--- src/rtl/mem_arbiter_fsm.sv ---
// Purpose: shares one cacheline port of the burst adaptor between the I-side and D-side caches.
// Latency: request sampled in IDLE, downstream request from next cycle, owner resp 1 cycle after mmem_resp.
// Backpressure: requesters hold their request until resp; the loser waits, with a starvation bound on fixed priority.
module mem_arbiter_fsm #(
    parameter int LINE_W       = 256,
    parameter int ADDR_W       = 32,
    parameter int PRIO_D       = 1,
    parameter int STARVE_LIMIT = 4
) (
    input  logic              clk,
    input  logic              reset_n,
    input  logic              imem_read,
    input  logic              imem_write,
    input  logic [ADDR_W-1:0] imem_address,
    input  logic [LINE_W-1:0] imem_wdata,
    output logic [LINE_W-1:0] imem_rdata,
    output logic              imem_resp,
    input  logic              dmem_read,
    input  logic              dmem_write,
    input  logic [ADDR_W-1:0] dmem_address,
    input  logic [LINE_W-1:0] dmem_wdata,
    output logic [LINE_W-1:0] dmem_rdata,
    output logic              dmem_resp,
    output logic              mmem_read,
    output logic              mmem_write,
    output logic [ADDR_W-1:0] mmem_address,
    output logic [LINE_W-1:0] mmem_wdata,
    input  logic [LINE_W-1:0] mmem_rdata,
    input  logic              mmem_resp
);

    // A zero limit still needs a one-bit counter so the declaration stays legal.
    localparam int SW = (STARVE_LIMIT > 0) ? $clog2(STARVE_LIMIT + 1) : 1;
    localparam logic [SW-1:0] LIMIT = SW'(STARVE_LIMIT);
    localparam bit PREF_D = (PRIO_D != 0);

    typedef enum logic [2:0] {
        IDLE   = 3'd0,
        BUSY_I = 3'd1,
        BUSY_D = 3'd2,
        RESP_I = 3'd3,
        RESP_D = 3'd4
    } state_t;

    state_t          state;
    logic [SW-1:0]   starve_cnt;

    logic i_req;
    logic d_req;
    logic contend;
    logic starved;
    logic grant_d;
    logic pref_won;

    assign i_req    = imem_read | imem_write;
    assign d_req    = dmem_read | dmem_write;
    assign contend  = i_req & d_req;
    assign starved  = (STARVE_LIMIT != 0) && (starve_cnt == LIMIT);
    // Under contention the preferred side wins unless the other side has waited out the limit.
    assign grant_d  = d_req & (~i_req | (PREF_D ? ~starved : starved));
    assign pref_won = contend & (grant_d == PREF_D);

    // Arbitration FSM with all downstream and response outputs registered.
    always_ff @(posedge clk or negedge reset_n) begin
        if (!reset_n) begin
            state        <= IDLE;
            starve_cnt   <= '0;
            imem_resp    <= 1'b0;
            dmem_resp    <= 1'b0;
            mmem_read    <= 1'b0;
            mmem_write   <= 1'b0;
            mmem_address <= '0;
            mmem_wdata   <= '0;
            imem_rdata   <= '0;
            dmem_rdata   <= '0;
        end else begin
            case (state)
                IDLE: begin
                    if (i_req | d_req) begin
                        // Write takes precedence when a side raises read and write together.
                        if (grant_d) begin
                            mmem_address <= dmem_address;
                            mmem_wdata   <= dmem_wdata;
                            mmem_write   <= dmem_write;
                            mmem_read    <= ~dmem_write;
                            state        <= BUSY_D;
                        end else begin
                            mmem_address <= imem_address;
                            mmem_wdata   <= imem_wdata;
                            mmem_write   <= imem_write;
                            mmem_read    <= ~imem_write;
                            state        <= BUSY_I;
                        end
                        if (pref_won) begin
                            if (starve_cnt != LIMIT) begin
                                starve_cnt <= starve_cnt + 1'b1;
                            end
                        end else begin
                            starve_cnt <= '0;
                        end
                    end
                end
                BUSY_I: begin
                    if (mmem_resp) begin
                        if (mmem_read) begin
                            imem_rdata <= mmem_rdata;
                        end
                        mmem_read  <= 1'b0;
                        mmem_write <= 1'b0;
                        imem_resp  <= 1'b1;
                        state      <= RESP_I;
                    end
                end
                BUSY_D: begin
                    if (mmem_resp) begin
                        if (mmem_read) begin
                            dmem_rdata <= mmem_rdata;
                        end
                        mmem_read  <= 1'b0;
                        mmem_write <= 1'b0;
                        dmem_resp  <= 1'b1;
                        state      <= RESP_D;
                    end
                end
                RESP_I: begin
                    imem_resp <= 1'b0;
                    state     <= IDLE;
                end
                RESP_D: begin
                    dmem_resp <= 1'b0;
                    state     <= IDLE;
                end
                default: begin
                    state <= IDLE;
                end
            endcase
        end
    end

endmodule

--- config.mk ---
export PLATFORM = sky130hd
export DESIGN_NAME = mem_arbiter_fsm
export DESIGN_NICKNAME = d
export VERILOG_FILES = /design/src/rtl/mem_arbiter_fsm.sv
export SDC_FILE = /design/constraint.sdc
export NUM_CORES = 1
export LEC_CHECK = 0
export CAP_MARGIN = 20
export CORE_AREA = 2 2 646 648
export CTS_CLUSTER_DIAMETER = 40
export DETAILED_ROUTE_END_ITERATION = 8
export DIE_AREA = 0 0 648 650
export PLACE_DENSITY = 0.36
export SKIP_LAST_GASP = 1
export SYNTH_ARGS = -nofsm -noshare
export SYNTH_HDL_FRONTEND = slang
export SYNTH_SLANG_ARGS = --single-unit
--- constraint.sdc ---
create_clock -name clk -period 2.3 [get_ports clk]
set_input_delay 0.23 -clock clk [delete_from_list [all_inputs] [get_ports clk]]
set_output_delay 0.23 -clock clk [all_outputs]
set_load 0.01 [all_outputs]
# Word-level counts from Yosys, hierarchy flattened

Index checks and enable logic that the tools add are counted.

Register bits after elaboration: 810
Bits of input ports: 839
Output and inout bits: 804
Logic and storage cells: 65

Add/sub/neg operators: 1
Equal/unequal tests: 11
Muxes and demuxes: 19
Bitwise logic cells: 11
Reductions and logical operators: 13

Operator list:

| cell                | count |
|---|---|
| $mux 256            | 1 |
| $mux 32             | 1 |
| $mux 3              | 5 |
| $reduce_and 3->1    | 5 |
| $pmux 3 s3          | 1 |
| $pmux 1 s2          | 4 |
| $eq 3x2->1 const B  | 2 |
| $eq 3x3->1 const B  | 2 |
| $mux 1              | 6 |
| $ne 2x2->1 const B  | 3 |
| $reduce_and 2->1    | 3 |
| $reduce_bool 2->1   | 3 |
| $ne 2x1->1 const B  | 2 |
| $not 1->1           | 4 |
| $or 1x1->1          | 4 |
| $add 3x1->3 const B | 1 |
| $and 1x1->1         | 3 |
| $eq 3x1->1 const B  | 1 |
| $logic_not 3->1     | 1 |
| $ne 3x3->1 const B  | 1 |
| $mux 2              | 1 |
| $reduce_or 2->1     | 1 |

# Depth between registers and ports, before layout

Gate-level depths: netlist of run 1.

Word-level depth: 7
Mapped depth: 8
Depth with buffers taken out: 5

# Least setup slack after synthesis of run 1

Ideal clock, no wire load.

Path type: register to register
Start: register state[2]
End: register dmem_rdata[100]
Setup time: 125 ps
Arrival time: 1708 ps
Data required time: 2175 ps
Path slack: 467 ps
Stages on the path, launching flop included: 7
Path buffers: 4
Clock period less this slack: 1833 ps
Cell sequence: dfrtp_1 buf_6 or4_1 buf_2 buf_6 buf_6 mux2_4

Word-level cells in the longest chain between the ends: 2

Ends and longest elaborated chain:

| item                       | line | text |
|---|---|---|
| start, declared            | 45   | `state_t state;` |
| start signal, assigned     | 66   | `state <= IDLE;` |
| start signal, assigned     | 86   | `state <= BUSY_D;` |
| start signal, assigned     | 92   | `state <= BUSY_I;` |
| $eq 3x2->1                 | 77   | `case (state)` |
| $reduce_and 3->1 (no line) | --   |  |
| end signal, assigned       | 117  | `dmem_rdata <= mmem_rdata;` |
| end, declared              | 22   | `output logic [LINE_W-1:0] dmem_rdata,` |

No other way between the ends.
A chain may end at the register's enable or synchronous reset.

# Worst setup path in the final report of run 1

Start: register state[2]
End: register mmem_wdata[110]

Word-level cells in the longest chain between the ends: 2

Ends and longest elaborated chain:

| item                       | line | text |
|---|---|---|
| $logic_not 3->1            | 77   |  |
| $reduce_and 2->1 (no line) | --   |  |
| end signal, assigned       | 83   | `mmem_wdata <= dmem_wdata;` |
| end signal, assigned       | 89   | `mmem_wdata <= imem_wdata;` |
| end, declared              | 27   | `output logic [LINE_W-1:0] mmem_wdata,` |

No other way between the ends.

==> results.py, run 1 <==
metrics = {
    "status": {
        "status": "completed",
    },
    "critical_path": {
        "cp-end-kind": "register",
        "critical-path-top-delay-family": "simple AND/OR/NAND/NOR gates",
        "regToRegEndpoint": "mmem_wdata[110]",
        "cp.buffers_inverters": 2,
        "rr_startpoint": "state[2]",
        "endpoint": "mmem_wdata[110]",
        "start_kind": "register",
        "path_depth": 5,
        "crit_slowest_cell": "or3_4",
        "crit_chain": "or3_4 > buf_12 > buf_4 > a311oi_1 > a2bb2oi_1",
        "ff2ff_path_depth": 5,
        "worstSetupPathType": "reg2reg",
        "cp_data_arrival_time_ns": 2.96,
        "crit_start": "state[2]",
        "max_stage_delay_ns": 0.52,
        "crit_fanout": 46,
        "reg2reg_slack_ns": 0.02,
        "critPathRequiredTime_ns": 2.97,
    },
    "routing": {
        "dr.pass1.iters": 5,
        "initialDrtViolationCount": 1804,
        "viasPerCell": 3.235,
        "wire_per_inst_um": 28.49,
        "drc_errors": 0,
        "route.vias.total": 34020,
        "antenna_left": 0,
        "routed_wirelength_mm": 299.6,
    },
    "timing": {
        "tns_ns": 0,
        "setup_viol": 0,
        "worstMarginPinSlew_ns": 0.9921,
        "clock.fmax_mhz": 438.3,
        "min_period_ns": 2.281,
        "rsz0062_at_grt": "true",
        "skew_ns": 0.05381,
        "finalWorstSetupSlack_ns": 0.01855,
        "fin_hold_ws_ns": 0.09477,
        "maxSlewHeadroom": 0.3386,
        "slew_viol_final": 0,
        "fin_crit_sh": 0.9919,
        "hold_viol": 0,
    },
    "synthesis": {
        "yosysMostFrequentCell": "dfrtp_1",
        "synthTopCellsByArea": "dfrtp_1, mux2_4, mux2_2",
        "yosysUniqueCellTypes": 36,
        "synthXorXnorAreaFrac": 0.0002493,
        "synth-seq-cells": 810,
        "seq_area_frac_synth": 0.5769,
        "synth_top_family_by_area": "multiplexers",
        "synth_compound_area_frac": 0.1886,
        "yosys-top-cells-count": "dfrtp_1, o21ai_0, a311oi_1",
        "synthArstFlopShare": 1.000,
        "syn-cell-area_um2": 35140,
        "synth.top_cell.area_share": 0.5769,
        "synth_edf_count": 0,
        "synth_top_cell_by_area": "dfrtp_1",
        "synth-main-ff-cell": "dfrtp_1",
        "synth_warnings": 0,
        "netlist_instances": 2518,
        "synth_fp_nets": 3359,
        "synth_fa_ha_area_frac": 0.0007122,
        "syn_avg_cell_area_um2": 13.95,
        "synthSimpleGateAreaFrac": 0.003597,
        "synth.area.mux_share": 0.1901,
    },
    "cts": {
        "cts_tree": "built",
        "cts.clk_slew.worst_paths_ns": 0.04,
        "cts_max_level": 4,
        "clk_latency_ns": 0.85,
        "root_buffer": "clkbuf_16",
        "cts_buffer_depth": 4,
        "cts_sinks": 810,
        "numCtsBuffers": 189,
    },
    "global_route": {
        "antenna_found_initial": 140,
        "grt_pass1_vias": 36750,
        "grt_pass1_wl_mm": 384.1,
        "track_usage": 0.1370,
        "grt_start_max_net_pins": 100,
        "gr-total-overflow": 0,
    },
    "final_layout": {
        "seqCellArea_um2": 20290,
        "areaGrowthSynthToFinish_pct": 104.1,
        "fin_nets": 5681,
        "final_area_um2": 71720,
        "nFillCells": 45580,
        "stdcell_count": 10520,
        "drive_gt1_frac": 0.2328,
        "multi_input_area_um2": 13800,
    },
    "floorplan": {
        "top_level_ports": 1643,
        "fp.dieW_um": 648,
        "core_area_um2": 414900,
        "initial_core_util": 0.08470,
        "fp.dieArea_um2": 421200,
        "die_y_um": 650,
        "num_rows": 237,
    },
    "min_path": {
        "hp-class": "in2reg",
    },
    "place": {
        "place_congestion": 0.8959,
        "portBuffers": 1642,
        "dp_hpwl_mm": 252.7,
        "dp_cells": 9606,
        "dpl-instance-area_um2": 59570,
        "place_ws_ns": -0.4950,
    },
    "power": {
        "p_leak_nw": 28.51,
        "pwr_density_cell_nw_per_um2": 1335,
        "peakVddDrop_mv": 0.6184,
    },
    "run": {
        "maxCapViolCount": 0,
    },
}
[state kept, by name, summed over array words and instances (netlist names), 3 cells and up]
register      count
state             3
mmem_address     32
mmem_wdata      256
dmem_rdata      256
starve_cnt        3
imem_rdata      256
[per-stage QoR]
step | power, W | utilization
after floorplan | 0.03996 | -
after global placement | 0.06894 | 0.1436
after detailed placement | 0.06897 | 0.1436
after CTS | 0.09812 | 0.1723
after global routing | 0.1009 | 0.1728
final | 0.09573 | 0.1729
[metal layers]
metal	vias to the layer above	routed length, um	GRT usage
li1	14570	-	-
met1	17300	101300	0.1355
met2	1574	154400	0.2501
met3	514	33000	0.06606
met4	64	10480	0.04102
met5	-	427	0
[cell families after synthesis]
group           after synthesis
compound gates              883
fa+ha+maj                     2
mux                         513
xor+xnor                      1
buf+inv                     289
simple gates                 20
flops                       810
[layout by cell type, fill, tap and decap left out, types with 8 or more instances in the layout]
master and instances:
a311oi_2 23, a311oi_4 8, buf_4 212, o21ai_0 290, clkbuf_1 35, mux2_4 240, bufinv_16 20, buf_12 66
dfrtp_1 796, a2bb2oi_1 288, clkdlybuf4s50_1 1455, dfrtp_2 14, dlygate4sd2_1 135, a311oi_1 258, clkbuf_8 33, diode_2 25
clkbuf_16 190, clkinvlp_4 16, clkinv_2 31, dlygate4sd3_1 540, mux2_2 273
[power breakdown]
| part | leakage, nW | switching, W | total, W | internal, W |
|---|---|---|---|---|
| logic | 15.5 | 0.0212 | 0.0420 | 0.0208 |
| registers | 9.82 | 0.00524 | 0.0258 | 0.0205 |
| clock network | 3.17 | 0.00945 | 0.0279 | 0.0185 |
[final cells by class]
cell class,instances,share of cell area
diodes,25,0.0008723
clock buffers,258,0.07446
clock inverters,88,0.01664
inverters,6,0.0003140
multi-input cells,1419,0.1925
flip-flops and latches,810,0.2829
well taps,5497,0.09590
repair buffers,2414,0.3365
[how the worst min path moves through the flow]
stage,from,endpoint,slack (ns),cells past startpoint
after floorplan,reset_n,dmem_rdata[0],-0.07,0
after global placement,reset_n,imem_rdata[117],0.39,1
after detailed placement,reset_n,imem_rdata[117],0.39,1
after CTS,mmem_rdata[84],imem_rdata[84],0.0001,2
after global routing,mmem_rdata[140],dmem_rdata[140],0.02,2
final,mmem_rdata[216],dmem_rdata[216],0.09,2
[repair_timing]
item,CTS,global route
hold endpoints to repair,699,0
hold buffers,540,0
endpoints found under the setup margin,166,64
resized for setup,167,30
pin swaps,0,2
buffers inserted,0,0
Power figures use the tool's default switching activity.
==> run 2: changes to the inputs <==
--- a/config.mk
+++ b/config.mk
@@ -7,7 +7,6 @@
 export LEC_CHECK = 0
 export CAP_MARGIN = 20
 export CORE_AREA = 2 2 646 648
-export CTS_CLUSTER_DIAMETER = 40
 export DETAILED_ROUTE_END_ITERATION = 8
 export DIE_AREA = 0 0 648 650
 export PLACE_DENSITY = 0.36
==> results.py, run 2 (synthesis results as in run 1) <==
metrics = {
    "timing": {
        "finalWorstSetupSlack_ns": -0.03913,
        "fin_crit_sh": 1.017,
        "fin_hold_ws_ns": 0.08707,
        "tns_ns": -0.03994,
        "maxSlewHeadroom": 0.3388,
        "skew_ns": 0.07881,
        "min_period_ns": 2.339,
        "hold_viol": 0,
        "worstMarginPinSlew_ns": 0.9917,
        "setup_viol": 2,
        "slew_viol_final": 0,
        "clock.fmax_mhz": 427.5,
        "rsz0062_at_grt": "true",
    },
    "critical_path": {
        "endpoint": "mmem_wdata[71]",
        "max_stage_delay_ns": 0.66,
        "crit_slowest_cell": "a311oi_1",
        "regToRegEndpoint": "mmem_wdata[71]",
        "start_kind": "register",
        "critical-path-top-delay-family": "compound AO/OA/AOI/OAI gates",
        "crit_chain": "or3_4 > buf_12 > a311oi_1 > a2bb2oi_1",
        "critPathRequiredTime_ns": 2.96,
        "rr_startpoint": "state[2]",
        "ff2ff_path_depth": 4,
        "reg2reg_slack_ns": -0.04,
        "path_depth": 4,
        "cp-end-kind": "register",
        "crit_start": "state[2]",
        "worstSetupPathType": "reg2reg",
        "cp_data_arrival_time_ns": 3.00,
        "cp.buffers_inverters": 1,
        "crit_fanout": 46,
    },
    "cts": {
        "cts.clk_slew.worst_paths_ns": 0.06,
        "cts_buffer_depth": 4,
        "clk_latency_ns": 0.89,
        "post_cts_buffers": 0,
        "cts_sinks": 810,
        "numCtsBuffers": 110,
        "cts_tree": "built",
        "root_buffer": "clkbuf_16",
        "cts_max_level": 3,
    },
    "global_route": {
        "grt_start_max_net_pins": 100,
        "track_usage": 0.1362,
        "antenna_found_initial": 147,
        "grt_pass1_wl_mm": 380.6,
        "grt_pass1_vias": 35600,
        "gr-total-overflow": 0,
    },
    "routing": {
        "route.vias.total": 33280,
        "drc_errors": 0,
        "wire_per_inst_um": 28.85,
        "initialDrtViolationCount": 1825,
        "antenna_left": 0,
        "viasPerCell": 3.222,
        "routed_wirelength_mm": 298.0,
        "dr.pass1.iters": 5,
    },
    "min_path": {
        "hp-class": "in2reg",
        "whs_path_depth": 3,
    },
    "floorplan": {
        "fp.dieW_um": 648,
        "top_level_ports": 1643,
        "fp.dieArea_um2": 421200,
        "die_y_um": 650,
        "initial_core_util": 0.08470,
        "num_rows": 237,
        "core_area_um2": 414900,
    },
    "final_layout": {
        "seqCellArea_um2": 20290,
        "final_area_um2": 68440,
        "final_core_util": 0.1650,
        "reg_top3": "dmem_rdata (256), imem_rdata (256), mmem_wdata (256)",
        "multi_input_area_um2": 13890,
        "final_cell_mix": "clkdlybuf4s50_1, dfrtp_1, dlygate4sd3_1",
        "areaGrowthSynthToFinish_pct": 94.78,
        "nFillCells": 45810,
        "fin_nets": 5541,
        "final_common_cell": "clkdlybuf4s50_1",
        "drive_gt1_frac": 0.2146,
    },
    "place": {
        "place_congestion": 0.8959,
        "portBuffers": 1642,
        "dp_hpwl_mm": 252.7,
        "dpl-instance-area_um2": 59570,
    },
    "status": {
        "violations": "setup timing",
        "status": "finished with violations",
    },
    "power": {
        "pwr_density_cell_nw_per_um2": 1253,
        "p_leak_nw": 26.90,
        "peakVddDrop_mv": 0.7909,
    },
    "run": {
        "maxCapViolCount": 0,
    },
}
[run 2: cell count changes in the layout (fill, tap and decap cells not counted), moves of 3 or more]
cell	previous run	this run
a311oi_1	258	250
a311oi_2	23	28
a311oi_4	8	11
bufinv_16	20	7
clkbuf_1	35	29
clkbuf_16	190	111
clkdlybuf4s50_1	1455	1465
clkinv_2	31	10
clkinv_4	7	0
clkinvlp_4	16	3
diode_2	25	46
dlygate4sd2_1	135	127
dlygate4sd3_1	540	479
inv_16	3	0
[run 2: metal layers]
metal  up-vias  part of all wire  track usage
li1      14260                 -            -
met1     17030              0.34       0.1357
met2      1492              0.52       0.2484
met3       448              0.11      0.06388
met4        58             0.034      0.04157
met5         -            0.0013            0
[run 2: worst min-delay path by stage]
stage / start / end
after global routing: imem_wdata[124] / mmem_wdata[124]
after CTS: mmem_rdata[104] / dmem_rdata[104]
final: imem_wdata[145] / mmem_wdata[145]
after detailed placement: reset_n / imem_rdata[117]
after global placement: reset_n / imem_rdata[117]
after floorplan: reset_n / dmem_rdata[0]
[run 2: through the flow]
step | std cells | worst slack (ns) | total power, W
after CTS | 10280 | -0.1750 | 0.08795
after global placement | 9606 | -0.4776 | 0.06894
after floorplan | 2518 | 0.4665 | 0.03996
final | 10330 | -0.03913 | 0.08577
after detailed placement | 9606 | -0.4950 | 0.06897
after global routing | 10310 | -0.02050 | 0.09059
[run 2: final cells by class]
cell class	count	area share
clock inverters	26	0.005521
multi-input cells	1419	0.2029
diodes	46	0.001682
repair buffers	2353	0.3440
well taps	5497	0.1005
flip-flops and latches	810	0.2964
inverters	6	0.0003291
clock buffers	172	0.04861
[run 2: worst reg2reg max path: stages (launching register included)]
cell	delay [ns]
dfrtp_1	0.50
or3_4	0.53
buf_12	0.21
a311oi_1	0.82
a2bb2oi_1	0.13
[run 2: timing repair]
item | in CTS | in global routing
endpoints found under the setup margin | 157 | 84
endpoints found under the hold margin | 573 | 0
hold buffers | 479 | 0
resized for setup | 155 | 42
pin swaps | 0 | 1
[run 2: report_power, final]
| group | internal, W | total [W] | switching [W] |
|---|---|---|---|
| Combinational | 0.0209 | 0.0421 | 0.0212 |
| Sequential | 0.0205 | 0.0257 | 0.00524 |
| Clock | 0.0107 | 0.0179 | 0.00727 |
| Total | 0.0520 | 0.0858 | 0.0338 |
